### config.mk
export PLATFORM = sky130hd
export DESIGN_NAME = stream_dmux
export DESIGN_NICKNAME = d
export VERILOG_FILES = /design/src/rtl/stream_dmux.sv
export SDC_FILE = /design/constraint.sdc
export NUM_CORES = 1
export LEC_CHECK = 0
export ABC_CLOCK_PERIOD_IN_PS = 1900
export CAP_MARGIN = 20
export CELL_PAD_IN_SITES_DETAIL_PLACEMENT = 0
export CELL_PAD_IN_SITES_GLOBAL_PLACEMENT = 2
export CORE_ASPECT_RATIO = 0.8
export CORE_MARGIN = 5
export CORE_UTILIZATION = 24
export CTS_BUF_LIST = sky130_fd_sc_hd__clkbuf_16
export CTS_CLUSTER_DIAMETER = 120
export DETAILED_ROUTE_END_ITERATION = 6
export PLACE_DENSITY = 0.71
export SKIP_CTS_REPAIR_TIMING = 1
export SLEW_MARGIN = 20
export SYNTH_ARGS = -nofsm -noshare
export SYNTH_HDL_FRONTEND = slang
export SYNTH_SLANG_ARGS = --single-unit
### constraint.sdc
create_clock -name clk -period 1.9 [get_ports clk]
set_input_delay 0.285 -clock clk [delete_from_list [all_inputs] [get_ports clk]]
set_output_delay 0.285 -clock clk [all_outputs]
set_load 0.05 [all_outputs]
### src/rtl/stream_dmux.sv
// Registered 1-to-N stream demultiplexer with per-channel one-entry output
// registers, all-or-nothing broadcast and a saturating drop counter.
module stream_dmux #(
   parameter  int N_CH   = 4,
   parameter  int DATA_W = 8,
   parameter  int CNT_W  = 8,
   localparam int SEL_W  = (N_CH > 1) ? $clog2(N_CH) : 1
) (
   input  logic                   clk,
   input  logic                   rst,
   input  logic                   Enable,
   input  logic                   Bcast,
   input  logic [SEL_W-1:0]       S,
   input  logic [DATA_W-1:0]      Data_in,
   input  logic                   In_valid,
   output logic                   In_ready,
   output logic [N_CH*DATA_W-1:0] O_data,
   output logic [N_CH-1:0]        O_valid,
   input  logic [N_CH-1:0]        O_ready,
   output logic [CNT_W-1:0]       Drop_cnt
);

   localparam logic [SEL_W:0] N_CH_EXT = (SEL_W + 1)'(N_CH);

   function automatic logic [CNT_W-1:0] sat_inc(input logic [CNT_W-1:0] v);
      return (&v) ? v : CNT_W'(v + 1'b1);
   endfunction

   logic [DATA_W-1:0] r_data_p1 [N_CH];
   logic [N_CH-1:0]   r_vld_p1;
   logic [CNT_W-1:0]  r_drop_cnt;

   logic [N_CH-1:0]   w_can_acc;
   logic [N_CH-1:0]   w_sel_onehot;
   logic [N_CH-1:0]   w_push;
   logic              w_in_range;
   logic              w_all_free;
   logic              w_sel_free;
   logic              w_fire;
   logic              w_drop;

   // p0: acceptance decision, combinational from Enable/Bcast/S/O_ready only
   always_comb begin
      w_can_acc    = '0;
      w_sel_onehot = '0;
      for (int c = 0; c < N_CH; c++) begin
         w_can_acc[c]    = !r_vld_p1[c] || O_ready[c];
         w_sel_onehot[c] = (S == SEL_W'(c));
      end
      w_in_range = ({1'b0, S} < N_CH_EXT);
      w_all_free = &w_can_acc;
      w_sel_free = |(w_can_acc & w_sel_onehot);
      In_ready   = 1'b0;
      if (Enable) begin
         if (Bcast)           In_ready = w_all_free;
         else if (w_in_range) In_ready = w_sel_free;
         else                 In_ready = 1'b1;
      end
      w_fire = In_valid && In_ready;
      w_drop = w_fire && !Bcast && !w_in_range;
      w_push = '0;
      for (int c = 0; c < N_CH; c++)
         w_push[c] = w_fire && (Bcast || w_sel_onehot[c]);
   end

   // p1: per-channel output registers; a push wins over a simultaneous pop
   always_ff @(posedge clk) begin
      if (rst) begin
         r_vld_p1   <= '0;
         r_drop_cnt <= '0;
         for (int c = 0; c < N_CH; c++)
            r_data_p1[c] <= '0;
      end else begin
         for (int c = 0; c < N_CH; c++) begin
            if (w_push[c]) begin
               r_data_p1[c] <= Data_in;
               r_vld_p1[c]  <= 1'b1;
            end else if (O_ready[c]) begin
               r_vld_p1[c]  <= 1'b0;
            end
         end
         if (w_drop)
            r_drop_cnt <= sat_inc(r_drop_cnt);
      end
   end

   for (genvar g = 0; g < N_CH; g++) begin : g_out
      assign O_data[g*DATA_W +: DATA_W] = r_data_p1[g];
   end

   assign O_valid  = r_vld_p1;
   assign Drop_cnt = r_drop_cnt;

endmodule
# Yosys cells after proc, flatten, opt, wreduce, memory -nomap -nowiden
# Memories as Yosys holds them, arrays and structs flattened.
# Index checks and enable logic that the tools add are counted.
[word_totals]
mem_bits_rw = 32
memories = 1
register_bits = 4
[mem_list]
columns = ["memory", "words", "width", "rd", "rd_ports_with_merged_regs", "write_ports", "line_no", "text"]
rows = [
  ["r_data_p1", 4, 8, 4, 0, 4, "29", "logic [DATA_W-1:0] r_data_p1 [N_CH];"],
]
[op_classes]
n_mux = 28
eq_ne = 3
reduce_logical = 24
bitwise_logic = 5
[op_table]
columns = ["op", "n"]
rows = [
  ["two-way mux 8 bit", 4],
  ["two-way mux 1 bit", 24],
  ["logical OR 1 bit", 8],
  ["nonzero test 2 bit", 4],
  ["logical AND 1 bit", 5],
  ["bitwise AND 4 bit", 1],
  ["equality test 2 bit, second input constant", 2],
  ["logical NOT 1 bit", 4],
  ["OR 1 bit", 4],
  ["AND reduction 4 bit", 1],
  ["OR reduction 4 bit", 1],
  ["equality test 2 x 1 -> 1 bit, second input constant", 1],
  ["logical NOT 2 bit", 1],
]

# Depth between registers and ports, before layout
[logic_depth]
word_depth = 12
ltp_mapped = 5
ltp_nobuf = 4

# Least setup slack after synthesis
# OpenSTA, ideal clock, no wires.
[synth_timing]
path_kind = "register to register"
startpoint = "reg r_vld_p1[2] (netlist: O_valid[2])"
endpoint = "mem r_data_p1[2][0], enable pin"
path_slack_ns = -0.258
path_stages_with_launch = 3
t_required_ns = 1.502
period_less_slack_ns = 2.158
arrival_ns = 1.760
setup_time_ns = 0.398
path_cell_list = "dfxtp_1 > nor2b_1 > o41ai_1"
[synth_lines]
columns = ["item", "line_no", "text"]
rows = [
  ["start: declaration", "30", "logic [N_CH-1:0] r_vld_p1;"],
  ["start signal: assignment", "69", "r_vld_p1 <= '0;"],
  ["start signal: indexed assignment", "77", "r_vld_p1[c] <= 1'b1;"],
  ["start signal: indexed assignment", "79", "r_vld_p1[c] <= 1'b0;"],
  ["end: declaration", "29", ""],
]

# Worst setup path after layout
[layout_timing]
startpoint = "in S[0]"
endpoint = "out In_ready"
[layout_via]
elab_chain_len = 5
elab_cells_between_ends = 8
[layout_rtl]
columns = ["item", "line_no", "text"]
rows = [
  ["start: declaration", "13", "input logic [SEL_W-1:0] S,"],
  ["equality test 2 x 1 -> 1 bit (tied with other cells)", "48", "w_sel_onehot[c] = (S == SEL_W'(c));"],
  ["bitwise AND 4 bit (*)", "52", "w_sel_free = |(w_can_acc & w_sel_onehot);"],
  ["OR reduction 4 bit (*)", "52", ""],
  ["two-way mux 1 bit (*)", "55", "if (Bcast) In_ready = w_all_free;"],
  ["two-way mux 1 bit (*)", "54", "if (Enable) begin"],
  ["end: declaration", "16", "output logic In_ready,"],
]
# Mark *: on every way between the ends. The rest lies on a longest branch, timed or not.

==> results.tsv <==
metric	value	unit
EDFF count, synth	32	
final net count	233	
Layout Skew	7.812	ps
final hold violations	0	
crit path cell chain	clkdlybuf4s50_1, buf_4, mux4_2, nand3b_1, nand2_2, buf_12	
final setup fails	0	
DRT Wirelength	4.277	mm
Filler cells	673	
root buf cell	clkbuf_16	
Max Cap Viol	0	
post-synth cell types	28	
clock buffer depth	2	
DRC	0	
register area	0.001042	mm^2
num rows	27	
final worst path period share	97.08	%
first-pass GRT wire length	6.568	mm
Tot GR Track Use	10.07	%
peak supply drop	402.4	uV
total power	2208	uW
Synth Register Bits	36	
CP Capture Type	primary output	
Via-to-Cell Ratio	4.143	
Area Growth Syn to Fin	57.02	%
via count	1247	
commonest cells in the netlist	32 x edfxtp_1, 32 x nor2_1, 12 x nand2_1	
Post-DP Area	0.002447	mm^2
Worst Hold Depth	3	
Final ANT Viol Nets	0	
die width	103.1	um
final core utilization	38.32	%
PortBufs	55	
antenna cells	0	
Placer Congestion	0.8321	
share of the yosys chip area belonging to registers	62.51	%
worst slew pin tran	849.9	ps
met1 WL	1.924	mm
Reg2Reg Depth	2	
Synth area leaders	edfxtp_1 58%, nor2_1 7.2%, dfxtp_1 4.8%	
critical path class	in2out	
YS warnings	0	
critical path startpoint	S[0]	
synthesized area	0.001665	mm^2
vias in the first global route	1290	
top routing layer used	met4	
fmax	542.1	MHz
Congestion Overflow GR	0	
CP startpoint kind	primary input	
status	finished, final reports clean	
fin area	0.002615	mm^2
Hold Crit Class	in2reg	
die height	84.51	um
1st-iter DRT viols	46	
Ports	64	
area occupied by multi-input gates	583.1	um^2
Detail Route met2 WL	1.962	mm
CTS Buf Count	5	
RR Endpoint	r_data_p1[3][5]	
hold endpoint	O_valid[3]	
CORE AREA	0.006824	mm^2
dominant cell type by area after synthesis	edfxtp_1	
worst-skew pair later-pin latency	270	ps
leakage power	0.001011	uW
Reg-to-Reg Start	O_valid[3]	
clock sink total	36	
critical path arrival	1560	ps
Final Critical Period	1845	ps
largest net degree at the start of global routing	17	
critical path's slowest cell	clkdlybuf4s50_1	
Die Area	0.008715	mm^2
Post-synth ARST share	0	%
initial antenna violation count	0	
R2R setup slack	200	ps
CP max stage delay	490	ps
Worst slew margin	42.72	%
Top FF cell, synth	edfxtp_1	
final-report max-slew violation count	0	
Initial Util	24.40	%
wire length per cell	14.21	um
CP required	1620	ps
DRT Pass-1 Iters	4	
Pwr Density	844.2	mW/mm^2
Syn Inst Count	137	
TNS Setup	0	ps
met3 WL	349	um
area fraction of the dominant cell type after synthesis	57.70	%
HPWL after DPL	3.369	mm
CTS H-tree depth	2	
min-delay src	O_ready[3]	
Mean Syn Cell Area	12.16	um^2
clk slew on worst S/H paths	50	ps
crit-path max FO	4	
RSZ-0062 raised after global routing	no	
CTS tree	built	
share of layout cells above drive strength 1	21.50	%
[per-stage QoR]
step / setup slack [ps] / hold WS (ps) / std cells
3_5_place_dp: -272.1 / 520.9 / 293
3_3_place_gp: -235.9 / 523.0 / 293
2_1_floorplan: 9.198 / 346.7 / 144
6_report: 55.47 / 360.1 / 301
4_1_cts: -172.6 / 532.4 / 300
5_1_grt: 0.6578 / 382.0 / 301
[cells by family (layout without fill, tap and decap cells)]
logic type,after synthesis,count (layout),synth area share (%)
AOI/OAI and AO/OA,15,15,9.016
buffers and inverters,14,84,5.859
DFF,36,36,62.51
muxes,1,1,1.352
other,1,8,0.2252
and+or+nand+nor,70,70,21.04
[where the power goes]
part           internal [uW]  switching, uW  total [uW]
sequential               916           18.2         934
combinational            186            342         528
clock                    468            278         745
[layer usage]
metal / vias up / track usage (%)
met2: 37 / 15.26
li1: 628 / -
met1: 580 / 13.20
met3: 2 / 3.405
met5: - / 0
met4: 0 / 3.882
[sequential cells by signal (all words and copies together), names as in the netlist]
signal	cells
r_data_p1	32
O_valid	4
[worst max-delay path by stage]
stage / depth (start not counted) / slack [ps] / to
floorplan: 5 / 9 / r_data_p1[1][0]
finish: 6 / 60 / In_ready
global route: 6 / 0.7 / In_ready
global placement: 3 / -240 / r_data_p1[2][5]
detailed placement: 3 / -270 / r_data_p1[2][1]
CTS: 6 / -170 / In_ready
[critical path, delay by kind of cell]
| kind | cells | cell delay (ps) |
|---|---|---|
| buffers and inverters | 3 | 780 |
| multiplexers | 1 | 300 |
| AND/OR/NAND/NOR | 2 | 190 |
[cells in the final DEF (no fill, tap or decap), types with 2 or more instances in the layout]
cell type / synthesis / final
nand3_1: 11 / 11
clkdlybuf4s50_1: 0 / 48
a21oi_2: 2 / 2
nand2b_4: 4 / 4
buf_4: 9 / 22
a211oi_2: 2 / 2
conb_1: 1 / 8
clkbuf_16: 0 / 5
a41o_1: 2 / 2
nor2b_1: 3 / 3
a21oi_1: 2 / 2
nor2_1: 32 / 32
clkinv_1: 0 / 2
edfxtp_1: 32 / 32
dlymetal6s2s_1: 0 / 5
nor3_1: 3 / 3
buf_12: 0 / 2
nand2_1: 12 / 11
dfxtp_1: 4 / 3
a211oi_1: 2 / 2
[layout make-up]
cell class / instances / share of cell area [%]
Clock buffer: 5 / 4.785
Tap cell: 87 / 4.163
Clock inverter: 2 / 0.2871
Multi-Input combinational cell: 94 / 22.30
Sequential cell: 36 / 39.86
Timing Repair Buffer: 77 / 28.61
Power figures use the tool's default switching activity.
